`src/rtl/pipe_hazard_ctrl.sv`:
```
// Central stall/flush generator for the IF..MEM pipeline registers (load-use, divide, bus wait, branch, exception).
// Optional performance counters are enabled by defining PIPE_HAZARD_PERF_EN.
module pipe_hazard_ctrl #(
  parameter int DIV_LAT = 36,
  parameter int CNT_W   = 6
) (
  input  logic        clk,
  input  logic        rst,
  input  logic [4:0]  id2_rs,
  input  logic [4:0]  id2_rt,
  input  logic        id2_use_rs,
  input  logic        id2_use_rt,
  input  logic        ex_is_load,
  input  logic [4:0]  ex_w_reg_dst,
  input  logic        ex_is_div,
  input  logic        ex_branch_taken,
  input  logic        mem_wait,
  input  logic        exc_commit,
  output logic        stall_pc,
  output logic        stall_if_id,
  output logic        stall_id_id2,
  output logic        stall_id2_ex,
  output logic        stall_ex_mem,
  output logic        flush_if_id,
  output logic        flush_id_id2,
  output logic        flush_id2_ex,
  output logic        flush_ex_mem,
  output logic        exception_flush,
`ifdef PIPE_HAZARD_PERF_EN
  output logic [31:0] perf_stall_cnt,
  output logic [31:0] perf_flush_cnt,
`endif
  output logic        div_busy
);

  typedef enum logic [1:0] {IDLE, DIV_BUSY, DIV_DONE} state_t;

  localparam logic [CNT_W-1:0] CNT_LAST = CNT_W'(DIV_LAT - 1);

  state_t           state;
  logic [CNT_W-1:0] cnt;
  logic [CNT_W-1:0] cnt_nxt;
  logic             load_use;
  logic             div_stall;

  assign cnt_nxt = cnt + CNT_W'(1);

  // Divide occupancy tracker; counts on through mem_wait, aborted by exc_commit.
  always_ff @(posedge clk) begin
    if (rst || exc_commit) begin
      state <= IDLE;
      cnt   <= '0;
    end else begin
      case (state)
        IDLE: begin
          if (ex_is_div && !mem_wait) begin
            state <= (CNT_LAST == CNT_W'(1)) ? DIV_DONE : DIV_BUSY;
            cnt   <= CNT_W'(1);
          end
        end
        DIV_BUSY: begin
          cnt <= cnt_nxt;
          if (cnt_nxt == CNT_LAST) state <= DIV_DONE;
        end
        DIV_DONE: begin
          state <= IDLE;
          cnt   <= '0;
        end
        default: begin
          state <= IDLE;
          cnt   <= '0;
        end
      endcase
    end
  end

  assign load_use = ex_is_load && (ex_w_reg_dst != 5'd0) &&
                    ((id2_use_rs && (id2_rs == ex_w_reg_dst)) ||
                     (id2_use_rt && (id2_rt == ex_w_reg_dst)));

  assign div_stall = (state == DIV_BUSY) || ((state == IDLE) && ex_is_div);

  always_comb begin
    stall_pc        = 1'b0;
    stall_if_id     = 1'b0;
    stall_id_id2    = 1'b0;
    stall_id2_ex    = 1'b0;
    stall_ex_mem    = 1'b0;
    flush_if_id     = 1'b0;
    flush_id_id2    = 1'b0;
    flush_id2_ex    = 1'b0;
    flush_ex_mem    = 1'b0;
    exception_flush = 1'b0;
    div_busy        = (state == DIV_BUSY) && !rst;
    if (rst) begin
      stall_pc = 1'b0;
    end else if (exc_commit) begin
      exception_flush = 1'b1;
    end else if (mem_wait) begin
      stall_pc     = 1'b1;
      stall_if_id  = 1'b1;
      stall_id_id2 = 1'b1;
      stall_id2_ex = 1'b1;
      stall_ex_mem = 1'b1;
    end else if (div_stall) begin
      stall_pc     = 1'b1;
      stall_if_id  = 1'b1;
      stall_id_id2 = 1'b1;
      stall_id2_ex = 1'b1;
      flush_ex_mem = 1'b1;
    end else if (load_use) begin
      // One bubble behind the load; forwarding from MEM covers the rest.
      stall_pc     = 1'b1;
      stall_if_id  = 1'b1;
      stall_id_id2 = 1'b1;
      flush_id2_ex = 1'b1;
    end else if (ex_branch_taken) begin
      flush_if_id  = 1'b1;
      flush_id_id2 = 1'b1;
    end
  end

`ifdef PIPE_HAZARD_PERF_EN
  always_ff @(posedge clk) begin
    if (rst) begin
      perf_stall_cnt <= '0;
      perf_flush_cnt <= '0;
    end else begin
      if (stall_pc)        perf_stall_cnt <= perf_stall_cnt + 32'd1;
      if (exception_flush) perf_flush_cnt <= perf_flush_cnt + 32'd1;
    end
  end
`endif

endmodule

```
`config.mk`:
```
export PLATFORM = sky130hd
export DESIGN_NAME = pipe_hazard_ctrl
export DESIGN_NICKNAME = d
export VERILOG_FILES = /design/src/rtl/pipe_hazard_ctrl.sv
export SDC_FILE = /design/constraint.sdc
export NUM_CORES = 1
export LEC_CHECK = 0
export CAP_MARGIN = 20
export CORE_MARGIN = 2
export CORE_UTILIZATION = 42
export CTS_BUF_LIST = sky130_fd_sc_hd__clkbuf_8
export DETAILED_ROUTE_END_ITERATION = 10
export PLACE_DENSITY = 0.93
export SLEW_MARGIN = 0
export SYNTH_ARGS = -nofsm -noshare
export SYNTH_HDL_FRONTEND = slang
export SYNTH_SLANG_ARGS = --single-unit
```
`constraint.sdc`:
```
create_clock -name clk -period 2.38 [get_ports clk]
set_input_delay 0.476 -clock clk [delete_from_list [all_inputs] [get_ports clk]]
set_output_delay 0.476 -clock clk [all_outputs]
set_load 0.05 [all_outputs]
```
==> key figures <==
Run status
  • Outcome: finished clean

Clocking
  • Clock insertion delay at the later pin of the skew report: 0.23 ns
  • Number of CTS-inserted buffers: 3
  • Root Buffer Master: clkbuf_8
  • TritonCTS sink count: 8
  • Clock H-tree levels: 1
  • Clk pin slew, worst setup/hold paths: around 0.04 ns
  • CTS tree: done
  • Clock buffer depth: 2

Routing
  • Detailed-route wire length: roughly 2300 microns
  • Routed length per instance: approximately 17 microns
  • Number of DRC markers after the initial detailed-route iteration: 17
  • Detailed-routing iteration count for the pre-antenna-repair pass: 4
  • Post-detailed-route count of antenna-violating nets: 0
  • DRC violations left: 0
  • Average via count per standard cell: 5.617
  • Vias after detailed routing: 792

Timing
  • Max Clock Skew: 0.002203 ns
  • Ratio of final minimum period to clock period: between 90% and 100%
  • Summed negative setup slack over all endpoints: 0 ns
  • Unrepaired setup endpoints after global routing: no
  • Worst-case hold slack: ~0.52 ns
  • Hold violation count in the final report: 0
  • Final number of max-transition violations: 0
  • Min Clock Period, post-route: 2.353 ns
  • Maximum operating frequency: approximately 430 MHz
  • Setup violation total in the final timing report: 0
  • Transition at the pin with the smallest max-transition slack: between 0.3 and 0.4 ns
  • Relative max-transition margin: between 70% and 80%

Setup path
  • Critical path type: in -> out
  • Buffering stage count on the worst path with inverters included: 2
  • Slowest Stage Delay on Critical Path: approximately 0.35 ns
  • Highest net fanout along the worst path: 3
  • Largest delay contributor family on the critical path: compound AO/OA/AOI/OAI gates
  • CP required: roughly 1.9 ns
  • Startpoint of the most critical register-to-register path: cnt[0]$_SDFFE_PP0P_
  • R2r endpoint: state[1]$_SDFFE_PP0P_
  • Cell count of the worst reg-to-reg path: 5
  • Critical Path Slowest Stage Cell: o2111a_2
  • Crit path launch type: input pin
  • Chain of cells forming the critical path: dlygate4sd2_1, xor2_1, nor4_2, a32oi_2, o2111a_2, buf_12
  • Internal reg-to-reg setup slack: about 0.83 ns
  • Data arrival time of the critical path: ~1.9 ns
  • Nature of the critical path endpoint: output pin

Synth
  • Most used flip-flop cell after synthesis: dfxtp_1
  • Netlist cell types: 32
  • Yosys warnings: 0
  • Average cell area after synthesis: between 7 and 8 sq um
  • Number of cells produced by synthesis: 85
  • Cell area after synthesis: just under 700 sq um
  • Count of flip-flops with a built-in enable after synthesis: 0
  • Syn nets: ~110
  • Dominant cells by area after synthesis: dfxtp_1, xor2_1, mux2_2
  • Area fraction of the dominant cell type after synthesis: a little under a quarter
  • Fraction of synthesis flops using an asynchronous set or reset pin: 0%
  • Cell type with the highest aggregate area in the netlist: dfxtp_1
  • Portion of the post-synthesis area used by sequential elements: a little under a quarter
  • Register bit total from synthesis: 8

Cells and area
  • Multi-input combinational cell area: about 530 sq um
  • Number of nets in the final layout: 153
  • Share of final-layout standard cells stronger than drive strength 1: between 30% and 40%
  • Count of antenna diodes in the layout: 0
  • Area growth from synthesis to layout: 83.58%
  • Number of inserted filler cells in the final layout: 83
  • Register area: 160.2 sq um

GRT
  • Global-route total usage across every layer: about 26%
  • Via count of the first global-routing pass: 804
  • Remaining global-route overflow: 0
  • Initial antenna violation count: 0
  • Wire length of the first global-routing pass: around 3700 microns
  • Pin count of the biggest net entering global routing: 14

Floorplan
  • Height of the die: about 44 microns
  • Die Wd: roughly 44 microns
  • Top-Level Pins: 35
  • Cell Rows: 14
  • Die footprint: just under 0.002 sq mm
  • Placeable core region: 0.001506 sq mm
  • Starting density of the core: between 40% and 50%

Placed design
  • Post-DP HPWL: about 1700 microns
  • Number of I/O port buffers: 34
  • Placer Congestion: 0.8207

Pwr
  • Worst IR drop on VDD: ~360 uV
  • Static power due to leakage: approximately 0.48 nW
  • Power per cell area: roughly 370 mW/mm^2

Hold path
  • Critical hold path startpoint: cnt[5]$_SDFFE_PP0P_
  • Hold path cells: 2
  • Min-Delay Path Class: reg -> reg
  • Worst hold path endpoint: cnt[5]$_SDFFE_PP0P_

Flow run
  • Max Cap Viol: 0
## through the flow
stage	total power [mW]	utilization (%)	setup WS, ns	cell area, sq um	cells
after floorplan	0.2044	-	-0.001911	704.4	85
after global placement	0.2920	79.49	-0.3341	1197	137
after detailed placement	0.2967	79.49	-0.3465	1197	137
after CTS	0.4547	82.56	0.002649	1244	141
after global routing	0.4714	82.64	0.004559	1245	141
final	0.4548	82.64	0.02713	1245	141
## kinds of logic (layout without fill, tap and decap cells)
family,count (synthesis),after routing,synth area share (%)
multiplexers,4,4,6.457
XOR/XNOR,12,12,15.50
AO/OA/AOI/OAI,13,13,14.02
AND/OR/NAND/NOR,39,39,30.63
flip-flops,8,8,23.62
adder cells (fa/ha/maj),2,2,3.689
buffers and inverters,7,47,6.087
## per-layer routing
layer,part of all wire [%],wire length [microns],GRT usage [%]
met5,0,0,0
met4,3.2,74,10.91
met3,4.8,112,7.347
met2,53,1241,45.59
met1,39,909,28.18
## flip-flops by register name, summed over array words and instances (netlist names)
name,flops
cnt,6
state,2
## worst max path at each step
stage                     from     endpoint  slack (ns)  depth (start not counted)
4_1_cts        ex_w_reg_dst[4]  flush_if_id       0.003                          6
5_1_grt        ex_w_reg_dst[4]  flush_if_id       0.005                          6
3_5_place_dp   ex_w_reg_dst[3]  flush_if_id       -0.35                          6
3_3_place_gp   ex_w_reg_dst[2]  flush_if_id       -0.33                          6
2_1_floorplan  ex_w_reg_dst[3]  stall_if_id      -0.002                          5
6_report             id2_rt[3]  flush_if_id        0.03                          6
## tightest hold or removal path: stages (launching register included)
cell      delay, ns
dfxtp_1        0.32
nand3b_1       0.08
a21oi_1        0.06
## report_power, final
group / internal [mW] / switching, mW / total [mW]
logic: 0.0814 / 0.0762 / 0.158
clock network: 0.109 / 0.0502 / 0.159
registers: 0.136 / 0.00164 / 0.138
total: 0.327 / 0.128 / 0.455
## synthesized netlist by cell type, types with 3 or more instances
cell,instances
nand2_1,6
nor2_1,8
dfxtp_1,8
mux2_2,3
nand3_1,4
nor3_1,5
o21ai_0,3
nor4_1,3
buf_4,3
buf_2,3
xor2_1,10
nand3b_1,3
## cell usage in the layout (no fill, tap or decap), drive strengths merged
cell | synthesis | final
o21a | 1 | 1
or3 | 2 | 2
nor3 | 5 | 5
o21ai | 4 | 4
a32oi | 1 | 1
nand3 | 4 | 4
ha | 2 | 2
nand4 | 1 | 1
o21ba | 1 | 1
nand3b | 3 | 3
o21bai | 1 | 1
nor2 | 8 | 8
xor2 | 10 | 10
nor3b | 1 | 1
mux2 | 3 | 3
nand2 | 6 | 6
inv | 1 | 1
and2 | 2 | 2
dlygate4sd2 | 0 | 7
o31a | 1 | 1
or4 | 1 | 1
nand2b | 1 | 1
nor2b | 2 | 2
nor4 | 3 | 3
clkdlybuf4s50 | 0 | 9
xnor2 | 2 | 2
clkdlybuf4s15 | 0 | 3
a211oi | 1 | 1
a21oi | 2 | 2
o2111a | 1 | 1
buf | 6 | 22
dfxtp | 8 | 8
mux2i | 1 | 1
clkbuf | 0 | 5
## timing repair
action / 4_1_cts / 5_1_grt
endpoints found under the setup margin: 6 / 6
buffers inserted: 1 / 0
cloned: 0 / 0
hold buffers: 0 / 0
gates resized for setup: 25 / 8
pin swaps: 5 / 9
## cell type report
class / instances / share of cell area (%)
Timing Repair Buffer: 43 / 39.70
Inverter: 1 / 0.3015
Tap cell: 16 / 1.608
Sequential cell: 8 / 12.86
Clock buffer: 3 / 3.317
Multi-Input combinational cell: 70 / 42.21
No activity file was read; power rests on OpenSTA's default activity.
